--- config.mk ---
export PLATFORM = sky130hd
export DESIGN_NAME = key_word_sequencer_flat
export DESIGN_NICKNAME = d
export VERILOG_FILES = /design/src/rtl/key_word_sequencer_if.sv /design/src/rtl/key_word_sequencer.sv /design/src/flat_wrapper.sv
export SDC_FILE = /design/constraint.sdc
export NUM_CORES = 1
export LEC_CHECK = 0
export ABC_AREA = 1
export BUFFER_PORTS_ARGS = -buffer_cell sky130_fd_sc_hd__buf_2
export CAP_MARGIN = 10
export CELL_PAD_IN_SITES_DETAIL_PLACEMENT = 1
export CELL_PAD_IN_SITES_GLOBAL_PLACEMENT = 2
export CORE_ASPECT_RATIO = 0.75
export CORE_MARGIN = 2
export CORE_UTILIZATION = 31
export CTS_BUF_LIST = sky130_fd_sc_hd__clkbuf_16
export CTS_CLUSTER_DIAMETER = 30
export DETAILED_ROUTE_END_ITERATION = 16
export PLACE_DENSITY = 0.79
export SYNTH_ARGS = -nofsm -noshare
export SYNTH_HDL_FRONTEND = slang
export SYNTH_SLANG_ARGS = --single-unit
export TNS_END_PERCENT = 50
--- constraint.sdc ---
create_clock -name clk -period 2.6 [get_ports clk]
set_clock_uncertainty 0.2 [all_clocks]
set_input_delay 0.13 -clock clk [delete_from_list [all_inputs] [get_ports clk]]
set_output_delay 0.13 -clock clk [all_outputs]
set_load 0.05 [all_outputs]
--- src/rtl/key_word_sequencer_if.sv ---
// Keypad input-port bus and assembled-word handshake shared by the sequencer and its environment.
interface key_word_sequencer_if #(
  parameter int DIGITS = 4
);
  logic [3:0]          port_data;
  logic                port_id;
  logic                port_read;
  logic [4*DIGITS-1:0] word;
  logic                word_valid;
  logic                word_ack;
  logic [2:0]          digit_count;

  modport master (
    input  port_data,
    input  word_ack,
    output port_id,
    output port_read,
    output word,
    output word_valid,
    output digit_count
  );

  modport slave (
    output port_data,
    output word_ack,
    input  port_id,
    input  port_read,
    input  word,
    input  word_valid,
    input  digit_count
  );
endinterface

--- src/rtl/key_word_sequencer.sv ---
// Polls a keypad input port and assembles DIGITS key nibbles (or fewer, ended by ENTER_CODE)
// into a word held for a consumer until acknowledged.
module key_word_sequencer #(
  parameter int          DIGITS     = 4,
  parameter logic [3:0]  ENTER_CODE = 4'hF
) (
  input  logic                   clk,
  input  logic                   rst,
  input  logic                   enable_i,
  input  logic                   clear_i,
  key_word_sequencer_if.master   bus
);

  localparam int W = 4 * DIGITS;

  typedef enum logic [1:0] {IDLE, POLL, FETCH, DONE} state_t;

  state_t         state_q, state_d;
  logic [W-1:0]   word_q, word_d;
  logic [2:0]     cnt_q, cnt_d;
  logic [2:0]     cnt_inc;
  logic           is_enter;

  // Shift a nibble in at the bottom; written via a wider temp so DIGITS=1 stays legal.
  function automatic logic [W-1:0] shift_in(input logic [W-1:0] w, input logic [3:0] n);
    logic [W+3:0] tmp;
    tmp = {w, n};
    return tmp[W-1:0];
  endfunction

  assign cnt_inc  = cnt_q + 3'd1;
  assign is_enter = (bus.port_data == ENTER_CODE);

  always_ff @(posedge clk or posedge rst) begin
    if (rst) begin
      state_q <= IDLE;
      word_q  <= '0;
      cnt_q   <= '0;
    end else begin
      state_q <= state_d;
      word_q  <= word_d;
      cnt_q   <= cnt_d;
    end
  end

  always_comb begin
    state_d = state_q;
    word_d  = word_q;
    cnt_d   = cnt_q;
    if (clear_i) begin
      state_d = IDLE;
      word_d  = '0;
      cnt_d   = '0;
    end else begin
      unique case (state_q)
        IDLE: begin
          if (enable_i) state_d = POLL;
        end
        POLL: begin
          if (bus.port_data[0]) state_d = FETCH;
          else if (!enable_i)   state_d = IDLE;
        end
        FETCH: begin
          if (!is_enter) begin
            word_d  = shift_in(word_q, bus.port_data);
            cnt_d   = cnt_inc;
            state_d = (cnt_inc == 3'(DIGITS)) ? DONE : POLL;
          end else begin
            // An enter key with nothing typed yet is dropped rather than producing an empty word.
            state_d = (cnt_q != 3'd0) ? DONE : POLL;
          end
        end
        DONE: begin
          if (bus.word_ack) begin
            word_d  = '0;
            cnt_d   = '0;
            state_d = enable_i ? POLL : IDLE;
          end
        end
        default: state_d = IDLE;
      endcase
    end
  end

  // Outputs depend on registered state and data only, never directly on inputs.
  always_comb begin
    bus.port_id     = (state_q == FETCH);
    bus.port_read   = (state_q == POLL);
    bus.word_valid  = (state_q == DONE);
    bus.word        = word_q;
    bus.digit_count = cnt_q;
  end

endmodule

--- src/flat_wrapper.sv ---
// flat-port wrapper written by rule: the top's interface ports become plain ports
module key_word_sequencer_flat 
#(
  parameter int          DIGITS     = 4,
  parameter logic [3:0]  ENTER_CODE = 4'hF
)
  (clk, rst, enable_i, clear_i, bus_port_data, bus_word_ack, bus_port_id, bus_port_read, bus_word, bus_word_valid, bus_digit_count);
  key_word_sequencer_if #(.DIGITS(DIGITS)) bus_i ();
  input  logic clk;
  input  logic rst;
  input  logic enable_i;
  input  logic clear_i;
  input wire logic [$bits(bus_i.port_data)-1:0] bus_port_data;
  input wire logic [$bits(bus_i.word_ack)-1:0] bus_word_ack;
  output wire logic [$bits(bus_i.port_id)-1:0] bus_port_id;
  output wire logic [$bits(bus_i.port_read)-1:0] bus_port_read;
  output wire logic [$bits(bus_i.word)-1:0] bus_word;
  output wire logic [$bits(bus_i.word_valid)-1:0] bus_word_valid;
  output wire logic [$bits(bus_i.digit_count)-1:0] bus_digit_count;
  assign bus_i.port_data = bus_port_data;
  assign bus_i.word_ack = bus_word_ack;
  assign bus_port_id = bus_i.port_id;
  assign bus_port_read = bus_i.port_read;
  assign bus_word = bus_i.word;
  assign bus_word_valid = bus_i.word_valid;
  assign bus_digit_count = bus_i.digit_count;
  key_word_sequencer #(.DIGITS(DIGITS), .ENTER_CODE(ENTER_CODE)) u_core (.clk(clk), .rst(rst), .enable_i(enable_i), .clear_i(clear_i), .bus(bus_i));
endmodule
======== Word-level counts from Yosys, hierarchy flattened ========
Index checks and enable logic that the tools add are counted.
storage, ports and cells
  bits in registers ....................... 21
  input bits .............................. 9
  word-level logic and storage cells ...... 36
cells by class
  $add $sub $neg .......................... 1
  eq/ne operators ......................... 9
  mux-type cells .......................... 18
  reductions and logical operators ........ 5
operators with widths
  cell                                                  number
  two-way mux 16 bit                                    3
  case mux 16 bit (2 select lines)                      1
  two-way mux 2 bit                                     8
  two-way mux 3 bit                                     3
  inequality test 3 bit (second input constant)         3
  case mux 2 bit (4 select lines)                       1
  case mux 3 bit (2 select lines)                       1
  AND reduction 3 bit                                   2
  nonzero test 3 bit                                    2
  equality test 2 bit (second input constant)           2
  equality test 4 bit (second input constant)           1
  inequality test 4 bit (second input constant)         1
  adder 3 x 1 -> 3 bit (second input constant)          1
  equality test 3 bit (second input constant)           1
  equality test 2 x 1 -> 1 bit (second input constant)  1
  logical NOT 2 bit                                     1
  two-way mux 1 bit                                     1

======== Depth between registers and ports, before layout ========
Gate-level depths: netlist of the first run.
  word-level depth ........................ 6
  mapped depth ............................ 9
  mapped depth without buffers ............ 9

======== Worst setup path before layout of the first run ========
OpenSTA, ideal clock, no wires.
  kind .................................... register to register
  from .................................... reg u_core.state_q[0]
  to ...................................... reg u_core.state_q[0]
  data arrival time ....................... 1442 ps
  path slack .............................. 832 ps
  stages on the path, launching flop included .. 6
  buffers on the path ..................... 0
  clock period less this slack ............ 1768 ps
  cells stage by stage .................... dfrtp_1 -> inv_1 -> nor2_1 -> nand3_1 -> nand3_1 -> o21ai_0
between the ends
  longest elaborated chain between the ends .. 3
  elaborated cells on any way between the ends .. 10
  classes of those cells .................. eq/ne: 6; mux: 2; reduce/logical: 2
RTL lines
  element                                                                                           line                      source
  from (decl)                                                                                       key_word_sequencer.sv:18  state_t state_q, state_d;
  from (signal assigned)                                                                            key_word_sequencer.sv:40  state_q <= state_d;
  equality test 2 x 1 -> 1 bit *                                                                    --
  named net bus_port_read                                                                           flat_wrapper.sv:16        output wire logic [$bits(bus_i.port_read)-1:0] bus_port_read;
  inequality test 4 bit (no source line) / case mux 2 bit (4 select lines) (equally long branches)  --
  AND reduction 3 bit (no source line) / two-way mux 2 bit (equally long branches)                  --
Mark *: on every way through the listed nets, which the timed path passes. The rest lies on a longest branch.
A chain may end at the register's enable or synchronous reset.

======== Final worst setup path of the first run ========
  from .................................... in bus_port_data[0]
  to ...................................... reg u_core.word_q[5] (netlist: u_core.bus.word[5])
between the ends
  longest elaborated chain between the ends .. 3
RTL lines
  element                                 line                      source
  from (decl)                             flat_wrapper.sv:13        input wire logic [$bits(bus_i.port_data)-1:0] bus_port_data;
  equality test 4 bit                     key_word_sequencer.sv:32  assign is_enter = (bus.port_data == ENTER_CODE);
  inequality test 3 bit (no source line)  --
  AND reduction 3 bit (no source line)    --
  to (signal assigned)                    key_word_sequencer.sv:41  word_q <= word_d;
  to (decl)                               key_word_sequencer.sv:19  logic [W-1:0] word_q, word_d;
Every way passes these cells.

==> reports/qor.csv, run 1 <==
metric;value;unit
PwrDens;745;mW/mm^2
vias in the first global route;969;
I/O pin count;31;
Synth area leaders;dfrtp_1, nand2_1, o21ai_2, inv_1, o21ai_0;
CTS tree;built;
status;complete, no violations;
global-route wire length before repair;4360;microns
Worst Max-Slew Pin Slew;786;ps
critical path, cell by cell;dlygate4sd3_1 > buf_2 > nand2_1 > nor2_2 > o21ai_2 > nand2_2 > nand2_1 > o21ai_0;
Max Fanout on Critical Path;38;
Via density;4.51;
Buf+Inv Stages, Crit Path;2;
critical path capture point type;flip-flop;
Die Width;72.5;microns
Post-Syn Instances;131;
Initial Util;32.7;%
Pins Over Slew Limit;0;
initial DRC count;15;
clock sinks;21;
CTS Buf Count;3;
n_diodes;0;
DR DRC count;0;
Crit Path Category;in -> reg;
DP Wirelength;1760;microns
global-route met3 utilization;3.83;%
Final TNS setup;0;ps
Arrival @ worst endpoint;1910;ps
clock power share;31.0;%
global route overflow;0;
Buffers on Ports;30;
pin count of the biggest net entering global routing;39;
Crit-path slowest cell;nand2_2;
commonest cells after routing, fill and taps aside;nand2_1, buf_2, dfrtp_1;
Core Region;0.00333;sq mm
commonest non-fill, non-tap cell in the layout;nand2_1;
Layout area overhead;25.3;%
die area;0.00401;sq mm
met1 Track Usage GR;17.7;%
Yosys reg bits;21;
unrepaired setup endpoints after global routing;false;
YS warnings;0;
Cell variety after synth;16;
Tcrit/Tclk final;75.6;%
net switching power;0.375;mW
Synth top area share;48.2;%
Final Hold Vio Count;0;
Critical Path Start Type;primary input;
post-route insts no fill;205;
Synth Cell Area;0.00109;sq mm
Reg power frac;38.8;%
clock-pin slew on the worst setup and hold paths;50;ps
register area share after synthesis;48.2;%
drt pass-1 iters;4;
Root Driver;clkbuf_16;
leakage power;0.744;nW
Tot GR Track Use;13.6;%
largest area contributor in the netlist;dfrtp_1;
stages on the worst setup path;8;
Max transition margin;47.6;%
CP delay by family, top;simple AND/OR/NAND/NOR gates;
Hold Crit Depth;4;
Setup-failing EPs final;0;
Clock Latency Late Sink;250;ps
vias after detailed routing;925;
Logic pwr share;30.2;%
final worst setup slack;635;ps
HP Class;in -> reg;
syn_nets;143;
most frequent CP cell;nand2_1;
Post-layout nets;178;
net switching fraction of the power;36.9;%
post-CTS setup repair buffer count;0;
post-DR wirelength/cell;11.9;microns
cts hold-fix bufs;5;
Final Critical Period;1960;ps
grt peak-use layer;met2;
Int Power;0.642;mW
final WL;2450;microns
worst reg-to-reg path cell count;6;
met2 Usage GRT;21.9;%
share of layout cells above drive strength 1;29.1;%
Detail Route Antenna Nets;0;
initial antenna violation count;0;
GP Congestion;0.795;
site row count;18;
cts repair resizes;0;
largest incremental delay on the critical path;550;ps
post-placement cell count;196;
Max Fclk;0.509;GHz
Max rail drop VDD;0.000298;V
die height;55.3;microns
CTS Buffer Depth;2;
H-tree depth;1;
critical path required time;2550;ps
syn avg cell area;8.32;sq um
pre-CTS worst setup slack;772;ps
max cap viols;0;
WHS;9.14;ps
[kinds of logic (layout without fill, tap and decap cells)]
family | count (synthesis) | after routing | synth area share (%)
simple gates | 64 | 64 | 23.2
compound gates | 23 | 23 | 14.7
buf+inv | 20 | 54 | 10.4
flops | 21 | 21 | 48.2
fa+ha+maj | 3 | 3 | 3.44
[state kept, by name (all words and copies together), names as in the netlist]
name	cells
u_core.bus.digit_count	3
u_core.bus.word	16
u_core.state_q	2
[Yosys cell counts (all sizes together)]
cell type / instances
nand2: 54
o21ai: 22
dfrtp: 21
inv: 14
nor2: 5
buf: 4
nand3: 4
ha: 3
clkbuf: 2
a21oi: 1
nand4: 1
[power by group through the flow]
| stage | Sequential, mW | Clock [mW] | Combinational, mW |
|---|---|---|---|
| global placement | 0.399 | 0 | 0.299 |
| floorplan | 0.502 | 0 | 0.141 |
| CTS | 0.395 | 0.327 | 0.311 |
| detailed placement | 0.401 | 0 | 0.305 |
| finish | 0.394 | 0.315 | 0.307 |
| global route | 0.401 | 0.338 | 0.336 |
[per-stage QoR]
| step | util, % | instance area, sq um | power, mW |
|---|---|---|---|
| floorplan | - | 1090 | 0.643 |
| global placement | 37.1 | 1240 | 0.698 |
| detailed placement | 37.1 | 1240 | 0.706 |
| CTS | 41.0 | 1370 | 1.03 |
| global route | 41.0 | 1370 | 1.08 |
| finish | 41.0 | 1370 | 1.02 |
[tightest hold or removal path: stages]
cell and delay [ps]:
buf_2 80, nor2_1 30, nand2_1 120, nand2_1 70
[path summary, 6_finish.rpt]
path	startpoint	endpoint	slack, ps
setup reg to reg	u_core.state_q[0]$_DFFE_PP0P_	u_core.bus.word[5]$_DFFE_PP0P_	790
setup / recovery	bus_port_data[0]	u_core.bus.word[5]$_DFFE_PP0P_	640
hold reg to reg	u_core.bus.word[14]$_DFFE_PP0P_	u_core.bus.word[14]$_DFFE_PP0P_	280
min in group asynchronous	rst	u_core.bus.word[15]$_DFFE_PP0P_	370
max in group asynchronous	rst	u_core.bus.digit_count[2]$_DFFE_PP0P_	1340
hold / removal	bus_word_ack	u_core.state_q[1]$_DFFE_PP0P_	9
[cell type report]
| type | instances | area, sq um |
|---|---|---|
| clock buffer | 3 | 75.1 |
| multi-input combinational | 90 | 450 |
| clock inverter | 1 | 3.75 |
| timing repair buffer | 36 | 208 |
| fill | 422 | 1970 |
| inverter | 14 | 52.6 |
| tap | 40 | 50.0 |
| sequential | 21 | 526 |
[layer usage]
layer,part of all wire (%),up-vias,wire [microns]
met5,0,-,0
met4,1.1,0,27
met3,2.6,2,64
met2,47,17,1150
met1,49,432,1210
li1,-,474,-
Power figures use the tool's default switching activity.
==> inputs of run 2 (changes only) <==
ABC_AREA = 0   (was 1)
CORE_UTILIZATION = 28   (was 31)
PLACE_DENSITY = 0.69   (was 0.79)
clock period = 1.6 ns   (was 2.6 ns; I/O delays follow)
==> run 2 against run 1 <==
  * Cell count fell by 23%
  * Sequential share of layout area rose by 0.55 points
  * Count of clock-buffer cells in the layout did not move
  * Worst setup slack got worse by 600 ps
  * Via count fell by 19%
  * Area after synthesis fell by 14%
  * Die area fell by 4.4%
  * Total power rose by 21%
  * Final area fell by 0.46%
  * Synthesized cell count fell by 47%
  * Largest power group unchanged
==> reports/qor.csv, run 2 <==
metric;value;unit
global-route wire length before repair;3790;microns
die height;54.1;microns
Worst R2R End;u_core.state_q[1]$_DFFE_PP0P_;
Primary FF master, synth;dfrtp_1;
worst r2r src;u_core.bus.digit_count[1]$_DFFE_PP0P_;
Tot GR Track Use;13.0;%
Worst Max-Slew Pin Slew;282;ps
H-tree depth;1;
PwrDens;904;mW/mm^2
Max rail drop VDD;0.000468;V
Buffers on Ports;30;
die area;0.00384;sq mm
final WL;2240;microns
Crit-path slowest cell;dfrtp_2;
Via density;4.75;
Arrival @ worst endpoint;1500;ps
Layout area overhead;44.8;%
YS warnings;0;
Synth area leaders;dfrtp_1, a22o_1, ha_1, buf_6, a31oi_4;
Cell variety after synth;23;
clock sinks;21;
commonest cells after routing, fill and taps aside;buf_2, a22o_1, dfrtp_1;
Setup-failing EPs final;0;
Die Width;70.8;microns
Detail Route Antenna Nets;0;
Critical Path Start Type;flip-flop;
I/O pin count;31;
site row count;18;
filler cell count;366;
critical path required time;1540;ps
Synth Cell Area;938;sq um
post-DR wirelength/cell;14.3;microns
Yosys reg bits;21;
Initial Util;28.9;%
critical path capture point type;flip-flop;
share of layout cells above drive strength 1;45.3;%
drt pass-1 iters;4;
Power, Total;1.23;mW
Pins Over Slew Limit;0;
WHS;44.5;ps
EDFF count, synth;0;
worst reg-to-reg path cell count;5;
Clock Latency Late Sink;250;ps
global route overflow;0;
unrepaired setup endpoints after global routing;true;
leakage power;0.707;nW
Final Core Density;41.9;%
CTS Buffer Depth;2;
Multi-input gate area;377;sq um
CTS tree;built;
HP Class;in -> reg;
max cap viols;0;
vias in the first global route;742;
syn_nets;82;
most frequent cell after synthesis;dfrtp_1;
crit path to;u_core.state_q[1]$_DFFE_PP0P_;
Core Region;0.00324;sq mm
Synth top cells by count;dfrtp_1, a22o_1, inv_1;
largest incremental delay on the critical path;440;ps
Post-layout nets;130;
Synth top area share;56.0;%
status;complete, no violations;
Crit Path Category;reg -> reg;
Tcrit/Tclk final;97.6;%
syn avg cell area;13.4;sq um
crit path from;u_core.bus.digit_count[1]$_DFFE_PP0P_;
Max Fanout on Critical Path;4;
commonest non-fill, non-tap cell in the layout;buf_2;
DP Wirelength;1540;microns
Largest register FFs;16;
Max transition margin;81.2;%
n_diodes;0;
Final Hold Vio Count;0;
Post-Syn Instances;70;
GP Congestion;0.724;
Root Driver;clkbuf_16;
r2r setup slk;40;ps
initial DRC count;47;
Max Fclk;0.640;GHz
clock-pin slew on the worst setup and hold paths;60;ps
Reg area;531;sq um
vias after detailed routing;746;
Hold Startpoint;bus_port_data[0];
CTS Buf Count;3;
DR DRC count;0;
largest area contributor in the netlist;dfrtp_1;
Final Critical Period;1560;ps
register area share after synthesis;56.0;%
FFs w/ async S/R, synth;100;%
initial antenna violation count;0;
pin count of the biggest net entering global routing;22;
critical path, cell by cell;ha_4 > nand2_1 > a31oi_1 > a311o_1 > a311oi_1;
run 2: changes by cell type in the layout (fill, tap and decap cells not counted), moves of 6 or more:
cell | previous run | this run
nand2_1 | 53 | 2
a22o_1 | 0 | 17
o21ai_0 | 10 | 0
inv_1 | 15 | 5
buf_4 | 1 | 7
o21ai_2 | 12 | 0
run 2: metal layers:
layer | vias to the layer above | track usage (%) | share of wire [%]
met2 | 20 | 21.3 | 47
met4 | 0 | 0.943 | 0
met1 | 370 | 17.6 | 47
met3 | 0 | 4.31 | 5.6
li1 | 356 | - | -
met5 | - | 0 | 0
run 2: metrics by stage:
step	cell area [sq um]	setup WS [ps]	std cells	setup TNS [ps]
after CTS	1340	39.5	155	0
after floorplan	956	-86.3	70	-664
after global routing	1360	-17.1	157	-17.1
final	1360	38.5	157	0
after global placement	1180	64.5	142	0
after detailed placement	1180	5.24	142	0
run 2: kinds of logic (layout without fill, tap and decap cells):
| family | Yosys count | after routing | share of synthesized area, % |
|---|---|---|---|
| adders and majority gates | 3 | 3 | 4.00 |
| and+or+nand+nor | 11 | 11 | 9.07 |
| buffers and inverters | 8 | 55 | 5.20 |
| muxes | 1 | 1 | 1.20 |
| DFF | 21 | 21 | 56.0 |
| AOI/OAI and AO/OA | 26 | 26 | 24.5 |
run 2: power breakdown:
part	switching, mW	total (mW)	internal, mW
clock	0.188	0.523	0.335
combinational	0.0913	0.152	0.0606
sequential	0.0118	0.553	0.541
run 2: layout make-up:
class                           count  share of cell area [%]
Clock buffer                        3                    5.52
Clock inverter                      1                   0.368
Inverter                            5                    1.38
Multi-Input combinational cell     41                    27.7
Sequential cell                    21                    39.0
Tap cell                           40                    3.68
Timing Repair Buffer               46                    22.3
run 2: what timing repair did:
item / 4_1_cts / 5_1_grt
pin swaps: 1 / 1
hold buffers: 8 / 0
setup endpoints to repair: 1 / 17
buffers inserted: 1 / 2
gates resized for setup: 0 / 0
endpoints found under the hold margin: 27 / 0
run 2: worst max-delay path: cells and delay by family, from the launching register on:
family	cells	cell delay (ps)
compound gates	3	570
flops	1	440
fa+ha+maj	1	180
simple gates	1	60
run 2: worst min path at each step:
stage                                                  endpoint  slack [ps]  depth (start not counted)
after floorplan           u_core.bus.digit_count[2]$_DFFE_PP0P_        -140                          1
after global placement          u_core.bus.word[12]$_DFFE_PP0P_         -80                          3
after detailed placement        u_core.bus.word[12]$_DFFE_PP0P_         -60                          3
after CTS                         u_core.state_q[0]$_DFFE_PP0P_          30                          4
after global routing              u_core.state_q[0]$_DFFE_PP0P_          80                          4
final                             u_core.state_q[0]$_DFFE_PP0P_          40                          4
